File: src/rtl/cpu_pkg.sv
// Shared CPU definitions for the ll/sc unit: FSM states, sc result codes
// and the word-address helper.
package cpu_pkg;

  typedef enum logic [1:0] {
    IDLE   = 2'd0,
    LL_MEM = 2'd1,
    SC_MEM = 2'd2,
    RESP   = 2'd3
  } llsc_state_e;

  localparam logic SC_SUCCESS = 1'b1;
  localparam logic SC_FAIL    = 1'b0;

  localparam int MAX_ADDR_W = 64;

  function automatic logic [MAX_ADDR_W-1:0] word_addr(
    input logic [MAX_ADDR_W-1:0] a
  );
    return {a[MAX_ADDR_W-1:2], 2'b00};
  endfunction

endpackage

File: src/rtl/link_reg.sv
// Link state (bit + word address) with clear/snoop/set priority.
// Snoop ports exist only when LLSC_SNOOP_EN is defined.
module link_reg
  import cpu_pkg::*;
#(
  parameter int ADDR_W = 32
) (
  input  logic              clk,
  input  logic              rst,
`ifdef LLSC_SNOOP_EN
  input  logic              snoop_valid_i,
  input  logic [ADDR_W-1:0] snoop_addr_i,
`endif
  input  logic              clr_i,
  input  logic              set_i,
  input  logic [ADDR_W-1:0] set_addr_i,
  output logic              link_bit_o,
  output logic [ADDR_W-1:0] link_addr_o
);

  logic              bit_q;
  logic [ADDR_W-1:0] addr_q;
  logic              kill;

`ifdef LLSC_SNOOP_EN
  // A snoop also hits the word being linked on this very edge.
  assign kill = snoop_valid_i &&
    ((snoop_addr_i[ADDR_W-1:2] == addr_q[ADDR_W-1:2]) ||
     (set_i && snoop_addr_i[ADDR_W-1:2] == set_addr_i[ADDR_W-1:2]));
`else
  assign kill = 1'b0;
`endif

  always_ff @(posedge clk) begin
    if (rst) begin
      bit_q  <= 1'b0;
      addr_q <= '0;
    end else begin
      if (clr_i || kill) bit_q <= 1'b0;
      else if (set_i)    bit_q <= 1'b1;
      if (set_i) addr_q <= set_addr_i;
    end
  end

  assign link_bit_o  = bit_q;
  assign link_addr_o = addr_q;

endmodule

File: src/rtl/llsc_unit.sv
// Load-linked / store-conditional unit for the memory stage.
// Optional external-write snooping under LLSC_SNOOP_EN.
module llsc_unit
  import cpu_pkg::*;
#(
  parameter int ADDR_W = 32,
  parameter int DATA_W = 32
) (
  input  logic              clk,
  input  logic              rst,
  input  logic              op_valid,
  output logic              op_ready,
  input  logic              op_is_sc,
  input  logic [ADDR_W-1:0] op_addr,
  input  logic [DATA_W-1:0] op_wdata,
  output logic              mem_req,
  output logic              mem_we,
  output logic [ADDR_W-1:0] mem_addr,
  output logic [DATA_W-1:0] mem_wdata,
  input  logic              mem_ack,
  input  logic [DATA_W-1:0] mem_rdata,
  output logic              res_valid,
  output logic [DATA_W-1:0] res_data,
  input  logic              excpt,
`ifdef LLSC_SNOOP_EN
  input  logic              snoop_valid,
  input  logic [ADDR_W-1:0] snoop_addr,
`endif
  output logic              link_bit,
  output logic [ADDR_W-1:0] link_addr
);

  llsc_state_e       state_q;
  logic              req_q;
  logic              we_q;
  logic [ADDR_W-1:0] addr_q;
  logic [DATA_W-1:0] wdata_q;
  logic [DATA_W-1:0] data_q;
  logic              flushed_q;

  logic              accept;
  logic              intact;
  logic              sc_fail;
  logic              ll_set;
  logic              link_clr;
  logic [ADDR_W-1:0] op_word;

  assign op_word  = ADDR_W'(word_addr(MAX_ADDR_W'(op_addr)));
  assign op_ready = (state_q == IDLE) && !excpt;
  assign accept   = op_valid && op_ready;
  assign intact   = link_bit &&
    (op_addr[ADDR_W-1:2] == link_addr[ADDR_W-1:2]);
  assign sc_fail  = accept && op_is_sc && !intact;
  assign ll_set   = (state_q == LL_MEM) && mem_ack && !flushed_q;
  assign link_clr = excpt || sc_fail ||
    ((state_q == SC_MEM) && mem_ack);

  always_ff @(posedge clk) begin
    if (rst) begin
      state_q   <= IDLE;
      req_q     <= 1'b0;
      we_q      <= 1'b0;
      addr_q    <= '0;
      wdata_q   <= '0;
      data_q    <= '0;
      flushed_q <= 1'b0;
    end else begin
      unique case (state_q)
        IDLE: begin
          if (accept) begin
            if (!op_is_sc) begin
              state_q <= LL_MEM;
              req_q   <= 1'b1;
              we_q    <= 1'b0;
              addr_q  <= op_word;
            end else if (intact) begin
              state_q <= SC_MEM;
              req_q   <= 1'b1;
              we_q    <= 1'b1;
              addr_q  <= op_word;
              wdata_q <= op_wdata;
            end else begin
              state_q <= RESP;
              data_q  <= DATA_W'(SC_FAIL);
            end
          end
        end
        LL_MEM, SC_MEM: begin
          flushed_q <= flushed_q || excpt;
          if (mem_ack) begin
            req_q     <= 1'b0;
            we_q      <= 1'b0;
            flushed_q <= 1'b0;
            // A flushed op still drains the bus but produces no result.
            if (flushed_q || excpt) begin
              state_q <= IDLE;
            end else begin
              state_q <= RESP;
              data_q  <= (state_q == LL_MEM) ? mem_rdata
                                              : DATA_W'(SC_SUCCESS);
            end
          end
        end
        RESP:    state_q <= IDLE;
        default: state_q <= IDLE;
      endcase
    end
  end

  assign mem_req   = req_q;
  assign mem_we    = we_q;
  assign mem_addr  = addr_q;
  assign mem_wdata = wdata_q;
  assign res_valid = (state_q == RESP) && !excpt;
  assign res_data  = data_q;

  link_reg #(.ADDR_W(ADDR_W)) u_link (
    .clk         (clk),
    .rst         (rst),
`ifdef LLSC_SNOOP_EN
    .snoop_valid_i(snoop_valid),
    .snoop_addr_i (snoop_addr),
`endif
    .clr_i       (link_clr),
    .set_i       (ll_set),
    .set_addr_i  (addr_q),
    .link_bit_o  (link_bit),
    .link_addr_o (link_addr)
  );

endmodule

File: config.mk
export PLATFORM = sky130hd
export DESIGN_NAME = llsc_unit
export DESIGN_NICKNAME = d
export VERILOG_FILES = /design/src/rtl/cpu_pkg.sv /design/src/rtl/link_reg.sv /design/src/rtl/llsc_unit.sv
export SDC_FILE = /design/constraint.sdc
export NUM_CORES = 1
export LEC_CHECK = 0
export BUFFER_PORTS_ARGS = -buffer_cell sky130_fd_sc_hd__buf_2
export CAP_MARGIN = 20
export CORE_MARGIN = 3
export CORE_UTILIZATION = 46
export CTS_BUF_LIST = sky130_fd_sc_hd__clkbuf_16
export DETAILED_ROUTE_END_ITERATION = 10
export GPL_ROUTABILITY_DRIVEN = 1
export PLACE_DENSITY = 0.75
export SETUP_SLACK_MARGIN = 0.3
export SYNTH_ARGS = -nofsm -noshare
export SYNTH_HDL_FRONTEND = slang
export SYNTH_SLANG_ARGS = --single-unit
File: constraint.sdc
create_clock -name clk -period 2.4 [get_ports clk]
set_clock_uncertainty 0.1 [all_clocks]
set_input_delay 0.36 -clock clk [delete_from_list [all_inputs] [get_ports clk]]
set_output_delay 0.36 -clock clk [all_outputs]
set_load 0.02 [all_outputs]
-- After elaboration in Yosys (flattened, before gate mapping)
Index checks and enable logic that the tools add are counted.
- register bits: 134
- input bits: 102
- output and inout port bits: 133
- word-level logic and storage cells: 68
- equality and inequality tests: 11
- muxes and demuxes: 24
- reductions and logical operators: 24
- operators with widths (operator ; count):
    $mux W32 ; 8
    $pmux W32 S2 ; 1
    $eq A30 B30 Y1 ; 1
    $ne A2 B2 Y1 const B ; 5
    $logic_and A1 B1 Y1 ; 9
    $mux W1 ; 8
    $mux W2 ; 4
    $reduce_and A4 Y1 ; 2
    $pmux W2 S3 ; 1
    $reduce_and A6 Y1 ; 1
    $eq A2 B2 Y1 const B ; 2
    $pmux W1 S2 ; 2
    $reduce_or A2 Y1 ; 2
    $logic_not A1 Y1 ; 3
    $logic_or A1 B1 Y1 ; 3
    $ne A3 B3 Y1 const B ; 1
    $reduce_and A3 Y1 ; 1
    $eq A2 B1 Y1 const B ; 1
    $logic_not A2 Y1 ; 1
    $ne A2 B1 Y1 const B ; 1
    $reduce_and A2 Y1 ; 1
    $reduce_bool A2 Y1 ; 1

-- Longest topological paths before layout
Gate-level depths: netlist (run 1).
- depth after elaboration: 8
- gate-level depth with buffers: 10

-- Modules after synthesis
Synthesis (run 1) repeated with hierarchy kept, for this count alone.
- cell total of the unflattened synthesis: 904
- area, all modules: 7348.3 sq um
- by module, submodules not included (module ; times used ; cells an instance ; area an instance (sq um) ; seq. area each (sq um)):
    llsc_unit ; 1 ; 797 ; 6149.6 ; 1981.9
    link_reg ; 1 ; 107 ; 1198.6 ; 660.6

-- Worst setup path before layout (run 1)
No wires, ideal clock.
- path type: reg-to-reg
- from: reg state_q[0]
- to: reg data_q[11] (netlist: res_data[11])
- arrival time: 2.168 ns
- required time: 2.155 ns
- slack: -0.013 ns
- cell stages (with the launch flop): 11
- buffers on the path: 3
- period minus slack after synthesis: 2.413 ns
- path through: dfxtp_1 inv_1 ha_1 buf_2 nor3b_1 o221ai_1 or2_2 clkbuf_1 clkbuf_1 a31oi_1 o311ai_0
- cells in the longest elaborated chain, start to end: 5
- elaborated cells between the ends (all ways): 17
- those cells by class: 7 x eq/ne; 4 x mux; 6 x reduce/logical
- RTL lines (what ; RTL line ; RTL):
    from (decl) ; llsc_unit.sv:33 ; llsc_state_e state_q;
    from (signal assigned) ; llsc_unit.sv:60 ; state_q <= IDLE;
    from (signal assigned) ; llsc_unit.sv:72 ; state_q <= LL_MEM;
    from (signal assigned) ; llsc_unit.sv:77 ; state_q <= SC_MEM;
    $eq A2 B1 Y1 / $logic_not A2 Y1 (equally long branches) ; llsc_unit.sv:68, llsc_unit.sv:99, llsc_unit.sv:49 ;
    $mux W32 / $logic_and A1 B1 Y1 (equally long branches) ; llsc_unit.sv:99, llsc_unit.sv:49 ;
    $mux W32 / $logic_and A1 B1 Y1 (equally long branches) ; llsc_unit.sv:95, llsc_unit.sv:50 ;
    $mux W32 / $ne A2 B2 Y1 (equally long branches) ; n/a ;
    $pmux W32 S2 / $reduce_and A6 Y1 (equally long branches) ; n/a ;
    to (signal assigned) ; llsc_unit.sv:84 ; data_q <= DATA_W'(SC_FAIL);
    to (signal assigned) ; llsc_unit.sv:99 ; data_q <= (state_q == LL_MEM) ? mem_rdata
    to (decl) ; llsc_unit.sv:38 ; logic [DATA_W-1:0] data_q;
Parallel ways exist; a longest one is shown, timed or not. The select of a mux whose other input is x is not followed.
A chain may end at the register's enable or synchronous reset.

-- Worst setup path after layout (run 1)
- from: reg u_link.addr_q[10] (netlist: u_link.link_addr_o[10])
- to: reg wdata_q[20] (netlist: mem_wdata[20])
- cells in the longest elaborated chain, start to end: 3
- RTL lines (what ; RTL line ; RTL):
    from (decl) ; link_reg.sv:22 ; logic [ADDR_W-1:0] addr_q;
    from (signal assigned) ; link_reg.sv:41 ; if (set_i) addr_q <= set_addr_i;
    $eq A30 B30 Y1 ; llsc_unit.sv:52 ; (op_addr[ADDR_W-1:2] == link_addr[ADDR_W-1:2]);
    $logic_and A1 B1 Y1 ; llsc_unit.sv:51 ; assign intact = link_bit &&
    $reduce_and A4 Y1 (no source line) ; n/a ;
    to (signal assigned) ; llsc_unit.sv:81 ; wdata_q <= op_wdata;
    to (decl) ; llsc_unit.sv:37 ; logic [DATA_W-1:0] wdata_q;
No other way between the ends.

==> results of run 1 <==
state kept, by name (all words and copies together), names as in the netlist:
signal              count
mem_wdata              32
res_data               32
mem_addr               30
u_link.link_addr_o     30
state_q                 2
flushed_q               1
mem_req                 1
mem_we                  1
u_link.link_bit_o       1
cell families (layout without fill, tap and decap cells):
| family | Yosys count | in the layout | synth area share |
|---|---|---|---|
| AO/OA/AOI/OAI | 234 | 234 | 0.229 |
| XOR/XNOR | 30 | 30 | 0.0370 |
| adder cells (fa/ha/maj) | 5 | 5 | 0.00882 |
| buffers and inverters | 119 | 313 | 0.0712 |
| flip-flops | 130 | 130 | 0.367 |
| multiplexers | 34 | 34 | 0.0481 |
| other | 1 | 5 | 0.000528 |
| AND/OR/NAND/NOR | 348 | 351 | 0.239 |
layout by cell type, fill, tap and decap left out, types with 5 or more instances in the layout:
cell type                   Yosys  layout
sky130_fd_sc_hd__buf_2          2     227
sky130_fd_sc_hd__nand2_1      221     219
sky130_fd_sc_hd__dfxtp_1      130     102
sky130_fd_sc_hd__a31oi_1       64      62
sky130_fd_sc_hd__nor4_1        66      56
sky130_fd_sc_hd__o311ai_1       8      56
sky130_fd_sc_hd__mux2i_1       33      33
sky130_fd_sc_hd__a21oi_1       31      31
sky130_fd_sc_hd__nor4b_1       30      30
sky130_fd_sc_hd__o2111ai_2      0      28
sky130_fd_sc_hd__buf_4          4      25
sky130_fd_sc_hd__o21ai_1        0      24
sky130_fd_sc_hd__clkbuf_16      0      23
sky130_fd_sc_hd__dfxtp_2        0      15
sky130_fd_sc_hd__xnor2_1       30      14
sky130_fd_sc_hd__xnor2_2        0      14
sky130_fd_sc_hd__dfxtp_4        0      13
sky130_fd_sc_hd__o21ai_0       37      11
sky130_fd_sc_hd__buf_12         0      10
sky130_fd_sc_hd__nand4_1        8       8
sky130_fd_sc_hd__nor4_2         0       7
sky130_fd_sc_hd__nor2_1         7       5
sky130_fd_sc_hd__buf_16         0       5
power groups by stage:
stage | clock network (mW) | logic, mW | registers, mW
2_1_floorplan | 0 | 1.58 | 2.67
3_3_place_gp | 0 | 2.36 | 2.52
3_5_place_dp | 0 | 2.39 | 2.52
4_1_cts | 2.78 | 2.61 | 2.48
5_1_grt | 2.87 | 3.08 | 2.52
6_report | 2.75 | 2.88 | 2.50
worst max-delay path by stage:
stage,startpoint,endpoint,slack [ps],depth (start not counted)
finish,u_link.link_addr_o[10],mem_wdata[20],220,7
CTS,u_link.link_addr_o[10],mem_wdata[2],230,7
global placement,op_addr[9],state_q[0],-10,7
floorplan,state_q[1],res_data[11],280,10
detailed placement,op_addr[28],mem_addr[26],-60,7
global route,u_link.link_addr_o[29],mem_wdata[7],130,7
layer usage:
layer,share of wire,track usage,routed length (um)
met4,0.029,0.0960,713
met5,0.00040,0,10
met3,0.091,0.0745,2250
met2,0.46,0.414,11500
met1,0.42,0.359,10300
worst reg2reg max path: cells and delay by family, from the launching register on:
kind | cells | cell delay (ps)
XOR/XNOR | 1 | 170
buffers and inverters | 2 | 350
multiplexers | 1 | 180
AND/OR/NAND/NOR | 3 | 950
flip-flops | 1 | 360
final cells by class:
cell class	count	area, sq um
Antenna cell	1	2.50
Multi-Input combinational cell	658	4610
Clock inverter	14	174
Inverter	5	26.3
Timing Repair Buffer	276	1830
Clock buffer	18	450
Tap cell	184	230
Sequential cell	130	2670
Fill cell	1180	4810
through the flow:
stage	utilization	hold slack (ps)	power (mW)	cell area, sq um	cells
final	0.675	83.5	8.14	10000	1286
after global routing	0.675	66.9	8.47	10000	1286
after CTS	0.644	66.9	7.87	9540	1275
after detailed placement	0.571	343	4.91	8460	1232
after global placement	0.571	340	4.88	8460	1232
after floorplan	-	360	4.25	7270	904
repair_timing:
action                     4_1_cts  5_1_grt
gates resized for setup        109       44
setup endpoints to repair       97       98
gates cloned                     5        7
setup buffers                    6        3
pin swaps                       23       22
==> results list, run 1 <==
- Status: completed
- For this design the static power due to leakage is ~3.7 nW.
* Reg-to-reg slack, setup: ~220 ps
- Top-level I/O count: 235
- Die Y: 130 um
* Final WL: 24.8 mm
* Sort of element at the start of the critical path: flip-flop
- The endpoint identified for the worst register-to-register timing path is mem_wdata[20].
- Of the total power, the share spent switching nets is 0.394.
* Reg-to-reg critical path startpoint: u_link.link_addr_o[10]
- Yosys attributes the largest share of cell area to sky130_fd_sc_hd__dfxtp_1, sky130_fd_sc_hd__nand2_1, sky130_fd_sc_hd__o311ai_0.
- Detailed-route via count: 7,996
- Input/output buffers: 228
- STA classifies the critical path endpoint as a flip-flop.
* Sequential power share: 0.308
- The worst register-to-register path has a depth of 7.
- Hpwl dp: 14.3 mm
- Htree depth: 4
- Maximum buffer depth of the clock tree: 2
* Post-synth design cell area: a little over 7000 sq um
- The worst setup path is of the flip-flop to flip-flop kind.
- Max Clk Rate: 458 MHz
* Area Growth Syn to Fin: 40.9%
- After detailed routing, the average wire length per cell comes to 19.3 um.
- Setup violations, final: 0
- The worst hold path was traced through 3 stages.
- Share of power burned in the clock network: 0.338
* Slew HR: 0.447
- Post-synthesis average cell area: ~7.9 sq um
- Entering global routing, the biggest net connects 164 pins.
- Of the cells placed in the final design, the portion with a size suffix greater than 1 is 0.382.
- Final Max Slew Viols: 0
- In the routed layout, each cell is associated on average with a via count of between 6 and 7.
- Most instantiated flip-flop cell in the synthesis netlist: sky130_fd_sc_hd__dfxtp_1
- Post-placement setup slack: -57.8 ps
* Internal Dissipation: 4.93 mW
- Slew at the pin closest to its max-slew limit: 830 ps
- The worst hold path begins at op_wdata[14].
- Critical path's top delay family: simple AND/OR/NAND/NOR gates
- The initialized floorplan defines 44 standard-cell rows.
- Count of antenna-violating nets left after detailed routing: 0
* Die footprint: approximately 17,000 sq um
- After synthesis the netlist holds a flip-flop and latch count of 130.
* Total clock buffers created by CTS: 17
- The via count of the first global-routing pass is between 7,000 and 8,000.
- The tightest min-delay check is of the input port to flip-flop type.
- Cells along the critical path: xnor2_4 -> nand4_1 -> or4_4 -> nor3_4 -> buf_12 -> clkbuf_16 -> mux2i_1
- After detailed routing, the number of remaining DRC violations is 0.
* CP max-delay cell: sky130_fd_sc_hd__or4_4
- The share of synthesized area in the top cell type comes to 0.367.
- Clock-pin slew was measured on the worst setup and hold paths at 60 ps.
* Final-report hold violation count: 0
- The most common cell in the synthesized netlist is sky130_fd_sc_hd__nand2_1.
* PD cells: between 800 and 900 nW/um^2
- Clock root buffer: sky130_fd_sc_hd__clkbuf_16
- Sequential share of the synthesized area: 0.367
- Clock period minus worst slack: roughly 2200 ps
- Number of flops mapped to enable cells by yosys: 0
- The detailed router finished its first iteration with 812 violations.
- Crit-path max FO: 8
- Power dissipated by switching net loads: 3.20 mW
- After synthesis, the share of flip-flops with an asynchronous set or reset is 0.
* Count of clock tree sinks: 130
- Commonest cells in the synthesized netlist: sky130_fd_sc_hd__nand2_1, sky130_fd_sc_hd__dfxtp_1, sky130_fd_sc_hd__clkbuf_1
- Final GP Congestion: 0.789
- Share of the cycle needed by the critical path after routing: 0.910
- WHS Endpoint: mem_wdata[14]
* All-Layer GR Usage: 0.268
- Core area: 14,800 sq um
- Setup repair after global routing could not meet its margin everywhere.
* Warnings from Yosys: 0
- Synthesis handed over a netlist of 901 instances.
- After routing, the total negative slack on setup checks comes to 0 ps.
* CTS tree: done
- Maximum Capacitance Violations: 0
- The first global-routing pass estimated 36.7 mm of wire.
- Comb pwr share: 0.354
* Buffers & Inverters on Critical Path: 2
* Setup slack after layout: 216 ps
* Die Wd: 130 um
- Buffers inserted to repair hold after CTS numbered 0.
- Cell variety after synth: 40
* Worst-Skew Late Latency: 420 ps
- Starting density of the core: 0.479
- The worst-case IR drop observed on VDD is slightly below 0.0008 V.
- Total congestion overflow: 0
* CP Data Arrival Time: 2430 ps
- Post-synth top area cell: sky130_fd_sc_hd__dfxtp_1
- On the worst path, the slowest cell contributes a delay of 600 ps.
* Final nets: 1,195
- First drt pass iteration count: 5
* Required time reported for the critical path endpoint: 2640 ps
- The number of antenna violations at the first check in global routing was 2.
Power figures use the tool's default switching activity.
==> run 2: changes to the inputs <==
- CORE_UTILIZATION: 46 -> 51
- PLACE_DENSITY: 0.75 -> 0.79
- SLEW_MARGIN: not set -> 10
- clock period: 2.4 -> 2.37 ns (I/O delays scaled with it)
==> run 2 against run 1 <==
Combinational power is 5% lower. Hold slack got worse by 13 ps. Cell count fell by 0.31%. Sequential power about the same. Register-to-register slack got worse by 170 ps. Largest power group is now the clock network.
==> results list, run 2 (synthesized netlist as in run 1, its figures left out) <==
- The critical path goes through xnor2_2 -> buf_4 -> nand4_1 -> or4_4 -> buf_12 -> clkbuf_16 -> o2111ai_2 -> o311ai_1.
- Count of antenna-violating nets left after detailed routing: 0 (unchanged)
* Fin Setup TNS: 0 ps (unchanged)
- Slowest cell delay on critical path: 620 ps (+20 ps)
- The detailed-routing wirelength on met1 came to 9.92 mm (-4.1%).
- Worst-Skew Late Latency: 430 ps (about the same)
* First drt pass iteration count: 5 (unchanged)
- CP Data Arrival Time: 2510 ps (+80 ps)
- The total DRC errors in the routed layout came to 0 (unchanged).
* CP max-delay cell: sky130_fd_sc_hd__or4_4
* Top-level I/O count: 235 (unchanged)
* Max Clk Rate: 431 MHz (-5.9%)
- Non-filler instance count after layout: 1,282 (-0.31%)
- Core area: 13,400 sq um (-9.5%)
- The vias per cell was 6.29 (+1.2%).
- The worst endpoint required time is 2560 ps (-80 ps).
- Hold-fix buffers at CTS: 0 (unchanged)
- The worst slew margin relative to its limit came to 0.521 (+0.0743).
* Total clock buffers created by CTS: 17 (unchanged)
* Detailed-route via count: 8,065 (+0.86%)
- The area growth from synthesis to layout is 40.1%.
- Top layer in use: met4
- Total congestion overflow: 0 (unchanged)
- Worst hold margin: 70.9 ps (-12.6 ps)
* Final nets: 1,199 (+0.33%)
- Count of clock tree sinks: 130 (unchanged)
- Hpwl dp: 14.8 mm (+3.7%)
- The cell leakage power was 3.73 nW (-0.23%).
- Standard-cell row count: 42 (-4.5%)
* PD cells: 808 nW/um^2 (-0.75%)
- The number of I/O port buffers was 228 (unchanged).
* Final GP Congestion: 0.829 (+5.1%)
* Setup repair after global routing missed its margin: yes
- Filler cell count in the final layout: 1,007 (-15%)
* Maximum Capacitance Violations: 0 (unchanged)
* Amount of wire on met2 after detailed routing: 12.1 mm (+5.3%)
- The CTS clock-pin slew for the worst setup and hold paths is 60 ps (about the same).
- The run finished with clean final reports.
* Sort of element at the start of the critical path: flip-flop
* Final WL: 25.4 mm (+2.2%)
* All-Layer GR Usage: 0.311 (+0.0432)
* Critical Setup Path Class: flip-flop to flip-flop
* Class of the worst hold path: input port to flip-flop
- The wire length per cell was 19.8 um (+2.6%).
- Leaving out fill and tap cells, the most frequent cells in the layout are sky130_fd_sc_hd__buf_2, sky130_fd_sc_hd__nand2_1, sky130_fd_sc_hd__dfxtp_1, sky130_fd_sc_hd__a31oi_1, sky130_fd_sc_hd__o311ai_1.
- Share of the cycle needed by the critical path after routing: 0.980 (+0.0695)
- The root buffer cell chosen for the clock tree is sky130_fd_sc_hd__clkbuf_16.
- Initial antenna violation count: 1 (-1)
- CTS tree: done
- The instance count after placement with tap cells included was 1,230 (-0.16%).
- Htree depth: 4 (unchanged)
- Most common cell after layout, fill and taps aside: sky130_fd_sc_hd__buf_2
- The starting utilization of the core area is 0.530 (+0.0504).
- Die Y: 124 um (-4.8%)
- Maximum buffer depth of the clock tree: 2 (unchanged)
- Via count of the first global-routing pass: 7,215 (+2.9%)
* Clock period minus worst slack: 2320 ps (+137 ps)
* Final-report hold violation count: 0 (unchanged)
* Die footprint: 15,400 sq um (-9.4%)
- The number of DRC markers in iteration 0 was 874 (+7.6%).
- The largest net degree at the start of global routing was 90 (-45%).
- Fraction of final layout cells sized beyond drive strength 1: 0.388 (+0.00586)
- Worst vdd ir: 0.000674 V (-15%)
- The maximum fanout along the worst path is 9 (+1).
- Setup violations, final: 0 (unchanged)
- The met3 wire length came to 2.55 mm (+13%).
- The width of the die was 124 um (-4.8%).
- Slew at the pin closest to its max-slew limit: 718 ps (-111 ps)
- Type of destination of the critical path: flip-flop
- Global-route wire length before repair: 37.7 mm (+2.5%)
* Final Max Slew Viols: 0 (unchanged)
## run 2: changes by cell type in the layout (fill, tap and decap cells not counted), sizes merged
| cell | previous run | this run |
|---|---|---|
| inv | 10 | 7 |
| clkbuf | 23 | 22 |
| clkinvlp | 3 | 0 |
| or2 | 5 | 4 |
| buf | 271 | 278 |
| clkinv | 3 | 8 |
## run 2: final cells by class
type	instances	area, sq um	share of cell area
diodes	1	2.50	0.000252
clock buffers	19	475	0.0478
clock inverters	13	153	0.0153
inverters	5	23.8	0.00239
multi-input cells	657	4530	0.455
flip-flops and latches	130	2660	0.268
well taps	176	220	0.0221
repair buffers	281	1880	0.189
## run 2: report_power, final
part | internal, mW | switching, mW | total, mW
sequential | 2.35 | 0.178 | 2.53
combinational | 0.809 | 1.93 | 2.74
clock | 1.77 | 0.992 | 2.76
total | 4.93 | 3.10 | 8.03
## run 2: routing by layer
layer | global-route usage | vias to the layer above
li1 | - | 3776
met1 | 0.389 | 3772
met2 | 0.490 | 454
met3 | 0.0972 | 63
met4 | 0.142 | 0
met5 | 0 | -
## run 2: critical path: cells and delay by family (launching register included)
kind,cells,cell delay [ps]
AO/OA/AOI/OAI,2,310
AND/OR/NAND/NOR,2,770
XOR/XNOR,1,130
buffers and inverters,3,530
flip-flops,1,330
## run 2: stage by stage
| step | util | setup WS (ps) | cell area (sq um) | total power, mW |
|---|---|---|---|---|
| after detailed placement | 0.629 | -65.5 | 8430 | 4.91 |
| final | 0.742 | 48.6 | 9950 | 8.03 |
| after floorplan | - | 254 | 7250 | 4.32 |
| after global placement | 0.629 | -17.7 | 8430 | 4.89 |
| after global routing | 0.742 | 20.3 | 9950 | 8.37 |
| after CTS | 0.724 | 116 | 9700 | 7.88 |
## run 2: final timing paths
path                                        startpoint            end  slack (ps)  cells past startpoint
worst min register to register           mem_wdata[13]  mem_wdata[13]         360                      2
worst max-delay path            u_link.link_addr_o[27]   mem_addr[14]          50                      8
worst min-delay path                      op_wdata[14]  mem_wdata[14]          70                      3
worst max register to register  u_link.link_addr_o[27]   mem_addr[14]          50                      8
## run 2: repair_timing
| action | CTS | global route |
|---|---|---|
| pin swaps | 42 | 15 |
| endpoints found under the setup margin | 96 | 98 |
| buffers inserted | 6 | 1 |
| cloned | 9 | 3 |
| resized for setup | 137 | 24 |
==> run 3: changes to the inputs <==
- SETUP_SLACK_MARGIN: 0.3 -> 0.2
==> run 3 against run 2 <==
Register-to-register slack gained 70 ps. Hold slack gained 12 ps. Critical path depth shrank 1. Flip-flop and latch count is the same. Combinational power grew 22%. Clock-buffer cell count shrank 2. Global-route usage shrank 1.2 points. Design area grew 0.15%. Sequential power is essentially flat. Sequential share of layout area shrank 0.38 points. Critical path type unchanged. Largest cell class unchanged. Highest routed layer unchanged.
==> results list, run 3 (synthesized netlist as in run 1, its figures left out) <==
- The run finished with clean final reports.
* Launch point of the worst path: u_link.link_addr_o[18]
* Max Clk Rate: 444 MHz (+3.2%)
* CP Data Arrival Time: 2480 ps (-30 ps)
* Maximum buffer depth of the clock tree: 2 (unchanged)
- The startpoint identified for the worst hold timing path is op_wdata[8].
* Fraction of final layout cells sized beyond drive strength 1: 0.373 (-0.0157)
- Relative to the synthesized area, the layout overhead comes to 40.4%.
* Type of destination of the critical path: flip-flop
- The final total negative setup slack is 0 ps (unchanged).
- Final Max Slew Viols: 0 (unchanged)
- The total power is 8.46 mW (+5.3%).
- Busiest metal layer after global routing: met2
* Via count of the first global-routing pass: 7,143 (-1.0%)
- DR iter-0 viols: 885 (+1.3%)
* Reg-to-reg critical path startpoint: u_link.link_addr_o[18]
- The relative contribution of the clock network to total power was 0.306 (-0.038).
* R2R cell count: 7 (-1)
- The number of setup violations in the final report was 0 (unchanged).
- Final GP Congestion: 0.830 (about the same)
* Worst hold margin: 82.6 ps (+11.7 ps)
- The vertical die dimension is 124 um (unchanged).
- Detailed-route via count: 8,209 (+1.8%)
- Clock transition at path regs: 60 ps (about the same)
- The global-route track usage on met2 is 0.485 (-0.00507).
* Sequential power share: 0.299 (-0.016)
- Commonest cells after routing, fill and taps aside: sky130_fd_sc_hd__buf_2, sky130_fd_sc_hd__nand2_1, sky130_fd_sc_hd__dfxtp_1, sky130_fd_sc_hd__a31oi_1, sky130_fd_sc_hd__nor4_1
- Reg-to-reg slack, setup: 120 ps (+70 ps)
- Htree depth: 4 (unchanged)
* Class of the worst hold path: input port to flip-flop
- First drt pass iteration count: 6 (+1)
* All-Layer GR Usage: 0.299 (-0.0115)
- The final-report hold violation count is 0 (unchanged).
- Most common cell after layout, fill and taps aside: sky130_fd_sc_hd__buf_2
- The global routing usage on met1 is 0.398 (+0.00834).
- The total global routing overflow came to 0 (unchanged).
* Die footprint: 15,400 sq um (unchanged)
- Core area: 13,400 sq um (unchanged)
* Share of the cycle needed by the critical path after routing: 0.949 (-0.0301)
- Setup repair after global routing missed its margin: yes
- The largest net degree at the start of global routing was 110 (+22%).
* Required time reported for the critical path endpoint: 2600 ps (+40 ps)
- Power dissipated by switching net loads: 3.29 mW (+6.0%)
- M3 GR Usage: 0.0708 (-0.0263)
* Starting density of the core: 0.530 (unchanged)
* Worst-Skew Late Latency: 410 ps (-20 ps)
- Internal Dissipation: 5.17 mW (+4.9%)
- CP max-delay cell: sky130_fd_sc_hd__or4_4
- Clock period minus worst slack: 2250 ps (-71.3 ps)
- The total wire length was 25.4 mm (about the same).
- The part of the total power dissipated in combinational logic came to 0.395 (+0.054).
- The total DRC errors in the routed layout was 0 (unchanged).
- Worst vdd ir: 0.000794 V (+18%)
- Cells along the critical path: xnor2_1 -> nand4_1 -> or4_4 -> nor3_4 -> buf_12 -> buf_16 -> mux2i_2
- The clock net sink count came to 130 (unchanged).
- Count of antenna-violating nets left after detailed routing: 0 (unchanged)
* Slew HR: 0.535 (+0.0141)
- Total clock buffers created by CTS: 17 (unchanged)
- Top-level I/O count: 235 (unchanged)
* Initial antenna violation count: 0 (-1)
* Total instance count after detailed placement: 1,244 (+1.1%)
- Routed via count divided by cell count: 6.32 (+0.45%)
- The ratio of total power to cell area came to 849 nW/um^2 (+5.2%).
- The count of max-cap constraint violations was 0 (unchanged).
* Reg-to-Reg End: mem_wdata[31]
- The cell leakage power was 3.84 nW (+3.0%).
- The stage delay of the slowest cell on the critical path came to 600 ps (-20 ps).
- The net switching share of the total power was 0.388 (+0.00254).
* Hpwl dp: 14.8 mm (about the same)
- Sort of element at the start of the critical path: flip-flop
- TritonCTS built the clock tree.
- Critical Setup Path Class: flip-flop to flip-flop
- The width of the die is 124 um (unchanged).
- Clock root buffer: sky130_fd_sc_hd__clkbuf_16
* Critical path capture point: mem_wdata[31]
- Final routed wire length divided by cell count: 19.6 um (-1.3%)
* Global-route wire length before repair: 36.7 mm (-2.6%)
- The standard-cell row count is 42 (unchanged).
* Final nets: 1,216 (+1.4%)
- Non-filler instance count after layout: 1,299 (+1.3%)
* Crit-path max FO: 8 (-1)
- The transition at the pin with the smallest max-transition slack is 697 ps (-21.2 ps).
- Input/output buffers: 228 (unchanged)
run 3: cell count changes in the layout (fill, tap and decap cells not counted), sizes merged:
| cell | change |
|---|---|
| inv | +1 |
| clkinvlp | +2 |
| clkinv | -1 |
| clkbuf | +1 |
| buf | +14 |
run 3: how the worst min path moves through the flow:
stage	end	depth (start not counted)	slack (ps)
final	mem_wdata[8]	3	80
after global routing	mem_wdata[7]	3	80
after CTS	mem_wdata[27]	3	70
after detailed placement	mem_wdata[18]	2	350
after global placement	mem_wdata[18]	2	340
after floorplan	flushed_q	1	360
run 3: what timing repair did:
action	CTS	global route
endpoints found under the setup margin	96	96
hold buffers	0	0
resized for setup	35	111
pin swaps	10	18
cloned	5	7
hold endpoints to repair	0	0
buffers inserted	5	5
run 3: cell type report:
type                            instances  area (sq um)
Inverter                                5          23.8
Sequential cell                       130          2630
Clock inverter                         15           151
Antenna cell                            1          2.50
Multi-Input combinational cell        657          4490
Clock buffer                           17           425
Tap cell                              176           220
Fill cell                             964          3440
Timing Repair Buffer                  298          2020
run 3: worst max-delay path, delay by kind of cell, from the launching register on:
family        cells  cell delay (ps)
simple gates      3              980
mux               1              210
xor+xnor          1              230
flops             1              330
buf+inv           2              310
run 3: stage by stage:
stage                     worst slack (ps)   util  cell area, sq um
final                                  120  0.743              9960
after global routing                  2.17  0.743              9960
after CTS                              162  0.702              9410
after detailed placement              -224  0.638              8550
after global placement                -151  0.638              8550
after floorplan                        220      -              7200
run 3: layer usage:
metal | part of all wire | routed length (um)
met2 | 0.47 | 11900
met4 | 0.027 | 688
met5 | 0 | 0
met3 | 0.099 | 2520
met1 | 0.41 | 10300
run 3: power by group through the flow:
stage	combinational [mW]	clock, mW	sequential [mW]
after CTS	2.72	2.59	2.52
after detailed placement	2.45	0	2.56
after floorplan	1.57	0	2.71
final	3.34	2.59	2.53
after global placement	2.43	0	2.56
after global routing	3.50	2.71	2.55
